[src/rtl/pipeline_pkg.sv]
// Shared pipeline types: NOP encoding, fetch FSM states and the IF/ID bundle.
package pipeline_pkg;

  localparam logic [31:0] NOP = 32'h0800_0000;

  typedef enum logic {
    RUN  = 1'b0,
    HALT = 1'b1
  } fetch_state_e;

  typedef struct packed {
    logic [31:0] instr;
    logic [31:0] pc_plus8;
    logic        valid;
  } ifid_t;

  // A bubble carries the NOP encoding so decode never sees a stale opcode.
  function automatic ifid_t ifid_bubble();
    ifid_t b;
    b.instr    = NOP;
    b.pc_plus8 = 32'h0;
    b.valid    = 1'b0;
    return b;
  endfunction

endpackage

[src/rtl/fetch_stage_if.sv]
// Instruction-memory bus: fetch drives the address, memory answers combinationally.
interface fetch_stage_if;
  logic [31:0] imem_addr;
  logic [31:0] imem_rdata;

  modport master (output imem_addr, input imem_rdata);
  modport slave  (input imem_addr, output imem_rdata);
endinterface

[src/rtl/ifid_register.sv]
// Generic pipeline register for the IF/ID bundle with flush-over-stall priority.
module ifid_register
  import pipeline_pkg::*;
(
  input  logic  clk,
  input  logic  reset,
  input  logic  stall,
  input  logic  flush,
  input  ifid_t din,
  output ifid_t dout
);

  ifid_t ifid_q;
  ifid_t ifid_d;

  // Flush wins over stall; a stalled register keeps every field.
  always_comb begin
    ifid_d = ifid_q;
    if (flush) begin
      ifid_d = ifid_bubble();
    end else if (!stall) begin
      ifid_d = din;
    end
  end

  // Bundle storage, cleared to a bubble on reset.
  always_ff @(posedge clk or posedge reset) begin
    if (reset) begin
      ifid_q <= ifid_bubble();
    end else begin
      ifid_q <= ifid_d;
    end
  end

  assign dout = ifid_q;

endmodule

[src/rtl/fetch_stage.sv]
// Instruction-fetch stage: PC, RUN/HALT FSM, IF/ID capture and fetch counter.
//
// state | meaning
// RUN   | fetching sequentially, IF/ID loads the word at pc_f
// HALT  | PC frozen, IF/ID loads bubbles; only a branch without halt_req resumes
module fetch_stage
  import pipeline_pkg::*;
#(
  parameter logic [31:0] RESET_PC  = 32'h0000_0000,
  parameter logic [31:0] HALT_ADDR = 32'h0000_0050,
  parameter int          COUNT_W   = 32
) (
  input  logic               clk,
  input  logic               reset,
  input  logic               stall_f,
  input  logic               stall_d,
  input  logic               flush_d,
  input  logic               branch_taken,
  input  logic [31:0]        branch_target,
  input  logic               halt_req,
  fetch_stage_if.master      imem,
  output logic [31:0]        pc_f,
  output logic [31:0]        instr_d,
  output logic [31:0]        pc_plus8_d,
  output logic               valid_d,
  output logic               halted,
  output logic [COUNT_W-1:0] fetch_count
);

  fetch_state_e       state_q, state_d;
  logic [31:0]        pc_q, pc_d;
  logic [COUNT_W-1:0] count_q, count_d;

  logic  at_end;
  logic  run_fetch;
  logic  ifid_flush;
  logic  load_valid;
  ifid_t ifid_in;
  ifid_t ifid_out;

  // Fetch qualifiers shared by the PC, IF/ID and counter logic.
  always_comb begin
    at_end     = (pc_q >= HALT_ADDR);
    run_fetch  = (state_q == RUN) && !at_end;
    ifid_flush = branch_taken || flush_d;
    load_valid = !ifid_flush && !stall_d && run_fetch;
    ifid_in    = ifid_bubble();
    if (run_fetch) begin
      ifid_in.instr    = imem.imem_rdata;
      ifid_in.pc_plus8 = pc_q + 32'd8;
      ifid_in.valid    = 1'b1;
    end
  end

  // Next state and next PC; a branch always loads its word-aligned target.
  // At the end address the PC holds so the halted PC reads HALT_ADDR.
  always_comb begin
    state_d = state_q;
    pc_d    = pc_q;
    case (state_q)
      RUN: begin
        if (halt_req || (at_end && !branch_taken)) begin
          state_d = HALT;
        end
      end
      HALT: begin
        if (branch_taken && !halt_req) begin
          state_d = RUN;
        end
      end
      default: state_d = RUN;
    endcase

    if (branch_taken) begin
      pc_d = branch_target & ~32'h3;
    end else if ((state_q == HALT) || stall_f || at_end) begin
      pc_d = pc_q;
    end else begin
      pc_d = pc_q + 32'd4;
    end
  end

  // Saturating count of valid instructions handed to decode.
  always_comb begin
    count_d = count_q;
    if (load_valid && (count_q != {COUNT_W{1'b1}})) begin
      count_d = count_q + COUNT_W'(1);
    end
  end

  // State, PC and counter registers.
  always_ff @(posedge clk or posedge reset) begin
    if (reset) begin
      state_q <= RUN;
      pc_q    <= RESET_PC;
      count_q <= '0;
    end else begin
      state_q <= state_d;
      pc_q    <= pc_d;
      count_q <= count_d;
    end
  end

  ifid_register u_ifid (
    .clk   (clk),
    .reset (reset),
    .stall (stall_d),
    .flush (ifid_flush),
    .din   (ifid_in),
    .dout  (ifid_out)
  );

  assign imem.imem_addr = pc_q;
  assign pc_f           = pc_q;
  assign instr_d        = ifid_out.instr;
  assign pc_plus8_d     = ifid_out.pc_plus8;
  assign valid_d        = ifid_out.valid;
  assign halted         = (state_q == HALT);
  assign fetch_count    = count_q;

endmodule

[src/flat_wrapper.sv]
// flat-port wrapper written by rule: the top's interface ports become plain ports
module fetch_stage_flat import pipeline_pkg::*;
#(
  parameter logic [31:0] RESET_PC  = 32'h0000_0000,
  parameter logic [31:0] HALT_ADDR = 32'h0000_0050,
  parameter int          COUNT_W   = 32
)
  (clk, reset, stall_f, stall_d, flush_d, branch_taken, branch_target, halt_req, pc_f, instr_d, pc_plus8_d, valid_d, halted, fetch_count, imem_imem_addr, imem_imem_rdata);
  fetch_stage_if imem_i ();
  input  logic clk;
  input  logic reset;
  input  logic stall_f;
  input  logic stall_d;
  input  logic flush_d;
  input  logic branch_taken;
  input  logic [31:0] branch_target;
  input  logic halt_req;
  output logic [31:0] pc_f;
  output logic [31:0] instr_d;
  output logic [31:0] pc_plus8_d;
  output logic valid_d;
  output logic halted;
  output logic [COUNT_W-1:0] fetch_count;
  output wire logic [$bits(imem_i.imem_addr)-1:0] imem_imem_addr;
  input wire logic [$bits(imem_i.imem_rdata)-1:0] imem_imem_rdata;
  assign imem_imem_addr = imem_i.imem_addr;
  assign imem_i.imem_rdata = imem_imem_rdata;
  fetch_stage #(.RESET_PC(RESET_PC), .HALT_ADDR(HALT_ADDR), .COUNT_W(COUNT_W)) u_core (.clk(clk), .reset(reset), .stall_f(stall_f), .stall_d(stall_d), .flush_d(flush_d), .branch_taken(branch_taken), .branch_target(branch_target), .halt_req(halt_req), .imem(imem_i), .pc_f(pc_f), .instr_d(instr_d), .pc_plus8_d(pc_plus8_d), .valid_d(valid_d), .halted(halted), .fetch_count(fetch_count));
endmodule
[config.mk]
export PLATFORM = sky130hd
export DESIGN_NAME = fetch_stage_flat
export DESIGN_NICKNAME = d
export VERILOG_FILES = /design/src/rtl/pipeline_pkg.sv /design/src/rtl/fetch_stage_if.sv /design/src/rtl/ifid_register.sv /design/src/rtl/fetch_stage.sv /design/src/flat_wrapper.sv
export SDC_FILE = /design/constraint.sdc
export NUM_CORES = 1
export LEC_CHECK = 0
export CELL_PAD_IN_SITES_DETAIL_PLACEMENT = 2
export CELL_PAD_IN_SITES_GLOBAL_PLACEMENT = 2
export CORE_UTILIZATION = 28
export CTS_CLUSTER_SIZE = 40
export DETAILED_ROUTE_END_ITERATION = 10
export GPL_TIMING_DRIVEN = 0
export HOLD_SLACK_MARGIN = 0.02
export PLACE_DENSITY_LB_ADDON = 0.1
export SYNTH_ARGS = -nofsm -noshare
export SYNTH_HDL_FRONTEND = slang
export SYNTH_SLANG_ARGS = --single-unit
[constraint.sdc]
create_clock -name clk -period 8.4 [get_ports clk]
set_input_delay 1.26 -clock clk [delete_from_list [all_inputs] [get_ports clk]]
set_output_delay 1.26 -clock clk [all_outputs]
set_load 0.02 [all_outputs]
==> impl_metrics.py <==
metrics = {
    "sta": {
        "skew_ps": 11.6,
        "finalCriticalPeriod_ps": 3150,
        "worst-slew-pin-transition_ps": 1010,
        "timing.fmax_mhz": 317,
        "rsz0062_at_grt": "false",
        "tns_ps": 0,
        "period_share_pct": 37.5,
        "hold_violations": 0,
        "setup_viol": 0,
        "drv_slew": 0,
        "timing.slew.headroom_pct": 32.7,
    },
    "drt": {
        "avgRoutedWirePerCell_um": 18.2,
        "vias_per_cell": 4.62,
        "drc": 0,
        "vias": 4436,
        "ant_nets": 0,
        "dr.pass1.iters": 4,
        "first_iter_violations": 117,
        "wl_um": 17500,
    },
    "place": {
        "dp.cells": 930,
        "port_buffers": 226,
        "hpwl_um": 12900,
        "gp_congestion": 0.715,
    },
    "synth": {
        "ys.flop_type": "dfrtp_1",
        "synth_cell_type_count": 42,
        "syn-cell-area_um2": 5520,
        "synth.avg_cell_area_um2": 12.5,
        "ys_seq_area_share_pct": 57.6,
        "synth-seq-cells": 127,
        "synthCells": 440,
        "synth_edf_count": 0,
        "synthArstFlopShare_pct": 100,
        "yosys_warnings": 0,
    },
    "pwr": {
        "total_power_w": 0.00160,
        "p_leak_nw": 3.72,
        "peakVddDrop_uv": 122,
        "power_density_nw_per_um2": 183,
    },
    "run": {
        "cap_viol_max_count": 0,
    },
    "global_route": {
        "overflow": 0,
        "grt_max_degree": 89,
        "use_met1_pct": 22.1,
        "grt_first_pass_wirelength_um": 27900,
        "gr-usage-met2_pct": 30.1,
        "grtUsageMet3_pct": 6.93,
        "grt_pass1_vias": 4962,
        "grt_usage_pct": 18.3,
        "grt_antenna_before_repair": 0,
        "busiest_layer": "met2",
    },
    "final_layout": {
        "fillCellCount": 1965,
        "multi_input_area_um2": 1970,
        "synthToLayoutAreaGrowth_pct": 58.6,
        "nets": 764,
        "final_util_pct": 46.0,
        "stdcell_count": 961,
        "n_antenna_cell": 0,
        "drive_gt1_share_pct": 18.1,
        "ff_latch_area_um2": 3180,
    },
    "min_path": {
        "holdCritPathClass": "reg -> reg",
    },
    "setup_path": {
        "cp_max_fo": 10,
        "worst_ep_required_time_ps": 8760,
        "crit_path_start_kind": "primary input",
        "crit_top_cell": "clkbuf_1",
        "cpPeakStageDelay_ps": 870,
        "crit_end": "u_core.u_ifid.dout[46]$_DFFE_PP0P_",
        "crit_type": "in -> reg",
        "path_buf_inv": 3,
        "rr_worst_depth": 6,
        "r2r_start": "u_core.fetch_count[0]$_DFFE_PP0P_",
        "path_cells": "clkdlybuf4s50_1 > clkbuf_1 > nor3b_2 > clkbuf_1 > a22o_1",
        "crit_arrival_ps": 3510,
        "r2r-end": "u_core.fetch_count[1]$_DFFE_PP0P_",
        "r2r_slack_ps": 5870,
        "cp.depth": 5,
        "cp-end-kind": "flop",
        "crit_slowest_cell": "nor3b_2",
        "critical_path.top_delay_family": "buffers and inverters",
        "startpoint": "branch_taken",
    },
    "clock_network": {
        "cts_tree": "done",
        "cts.path.max_buffers": 2,
        "h-tree-depth": 4,
        "cts_made_buffers": 17,
        "cts_setup_buffers": 0,
        "cts_resized": 0,
        "root_buffer": "clkbuf_16",
        "clk_pin_slew_ps": 60,
        "clock_latency_ps": 420,
        "cts_hold_buf": 0,
        "cts_sinks": 127,
    },
    "die": {
        "dieWidth_um": 142,
        "dieHeight_um": 142,
        "ioPinCount": 233,
        "initial_core_util_pct": 29.0,
        "core_um2": 19000,
        "dieArea_um2": 20300,
        "rows": 50,
    },
    "status": {
        "status": "complete, no violations",
    },
}
how the worst min path moves through the flow:
stage	slack, ps	endpoint	startpoint	cells after the start
after detailed placement	460	u_core.u_ifid.dout[0]$_DFFE_PP0P_	u_core.u_ifid.dout[0]$_DFFE_PP0P_	2
after global routing	490	u_core.u_ifid.dout[60]$_DFFE_PP1P_	u_core.u_ifid.dout[60]$_DFFE_PP1P_	2
final	470	u_core.u_ifid.dout[0]$_DFFE_PP0P_	u_core.u_ifid.dout[0]$_DFFE_PP0P_	2
after floorplan	500	u_core.u_ifid.dout[60]$_DFFE_PP1P_	u_core.u_ifid.dout[60]$_DFFE_PP1P_	2
after CTS	480	u_core.u_ifid.dout[0]$_DFFE_PP0P_	u_core.u_ifid.dout[0]$_DFFE_PP0P_	2
after global placement	450	u_core.u_ifid.dout[60]$_DFFE_PP1P_	u_core.u_ifid.dout[60]$_DFFE_PP1P_	2
synthesized netlist by cell type, types with 5 or more instances:
cell | n | area, um^2
nor2_1 | 5 | 18.8
o21ai_0 | 10 | 50.1
nor4_2 | 6 | 75.1
nand3_1 | 19 | 95.1
mux2_2 | 26 | 293
nand2_1 | 19 | 71.3
buf_4 | 35 | 263
and4_1 | 5 | 43.8
nor3_1 | 7 | 35.0
clkbuf_1 | 11 | 41.3
nand4_1 | 20 | 125
dfrtp_1 | 126 | 3150
a22o_1 | 32 | 280
and2_1 | 32 | 200
buf_2 | 6 | 30.0
inv_1 | 6 | 22.5
xnor2_1 | 30 | 263
placed cells by master, fill, tap and decap left out, types with 11 or more instances in the layout:
master	synthesis	routed
and2_1	32	32
clkbuf_16	0	17
buf_4	35	35
mux2_2	26	26
clkbuf_1	11	11
nand4_1	20	20
dfrtp_1	126	126
nand2_1	19	19
nand3_1	19	19
clkdlybuf4s50_1	0	226
xnor2_1	30	30
a22o_1	32	32
state kept, by name, summed over array words and instances (netlist names):
name                   count
u_core.u_ifid.dout        64
u_core.fetch_count        32
u_core.imem.imem_addr     30
u_core.halted              1
through the flow:
stage	setup slack, ps	hold WS, ps	cell area [um^2]
global route	5050	493	8750
floorplan	3760	497	5530
CTS	5210	478	8750
detailed placement	4770	464	8150
finish	5250	472	8750
global placement	1830	452	8110
power by group:
group          switching [W]  leakage, nW  internal [W]
Combinational      0.0000876         1.73      0.000111
Clock               0.000279        0.289      0.000473
Sequential         0.0000230         1.70      0.000627
Total               0.000390         3.72       0.00121
cells by family after synthesis:
group           Yosys count  share of synthesized area, %
flops                   127                          57.6
other cells               1                        0.0680
mux                      28                          5.69
compound gates           46                          6.81
simple gates            139                          16.2
fa+ha+maj                 4                         0.907
buf+inv                  60                          6.87
xor+xnor                 35                          5.83
cell type report:
class                   count  share of cell area (%)
clock inverters            13                    1.86
plain buffers              54                    4.08
inverters                   6                   0.315
multi-input cells         256                    22.5
well taps                 260                    3.72
clock buffers              18                    5.02
repair buffers            227                    26.2
flip-flops and latches    127                    36.3
layer usage:
layer | vias to the layer above | part of all wire [%]
met5 | - | 0
met4 | 0 | 0.95
met3 | 15 | 8.5
met2 | 164 | 48
met1 | 2244 | 42
li1 | 2013 | -
worst register-to-register path, cell delays in order (launching register included):
cell	delay (ps)
dfrtp_1	440
ha_1	250
nand3_2	120
nor4_4	700
nand3_2	360
nand2_1	210
mux2_2	350
Power figures use the tool's default switching activity.
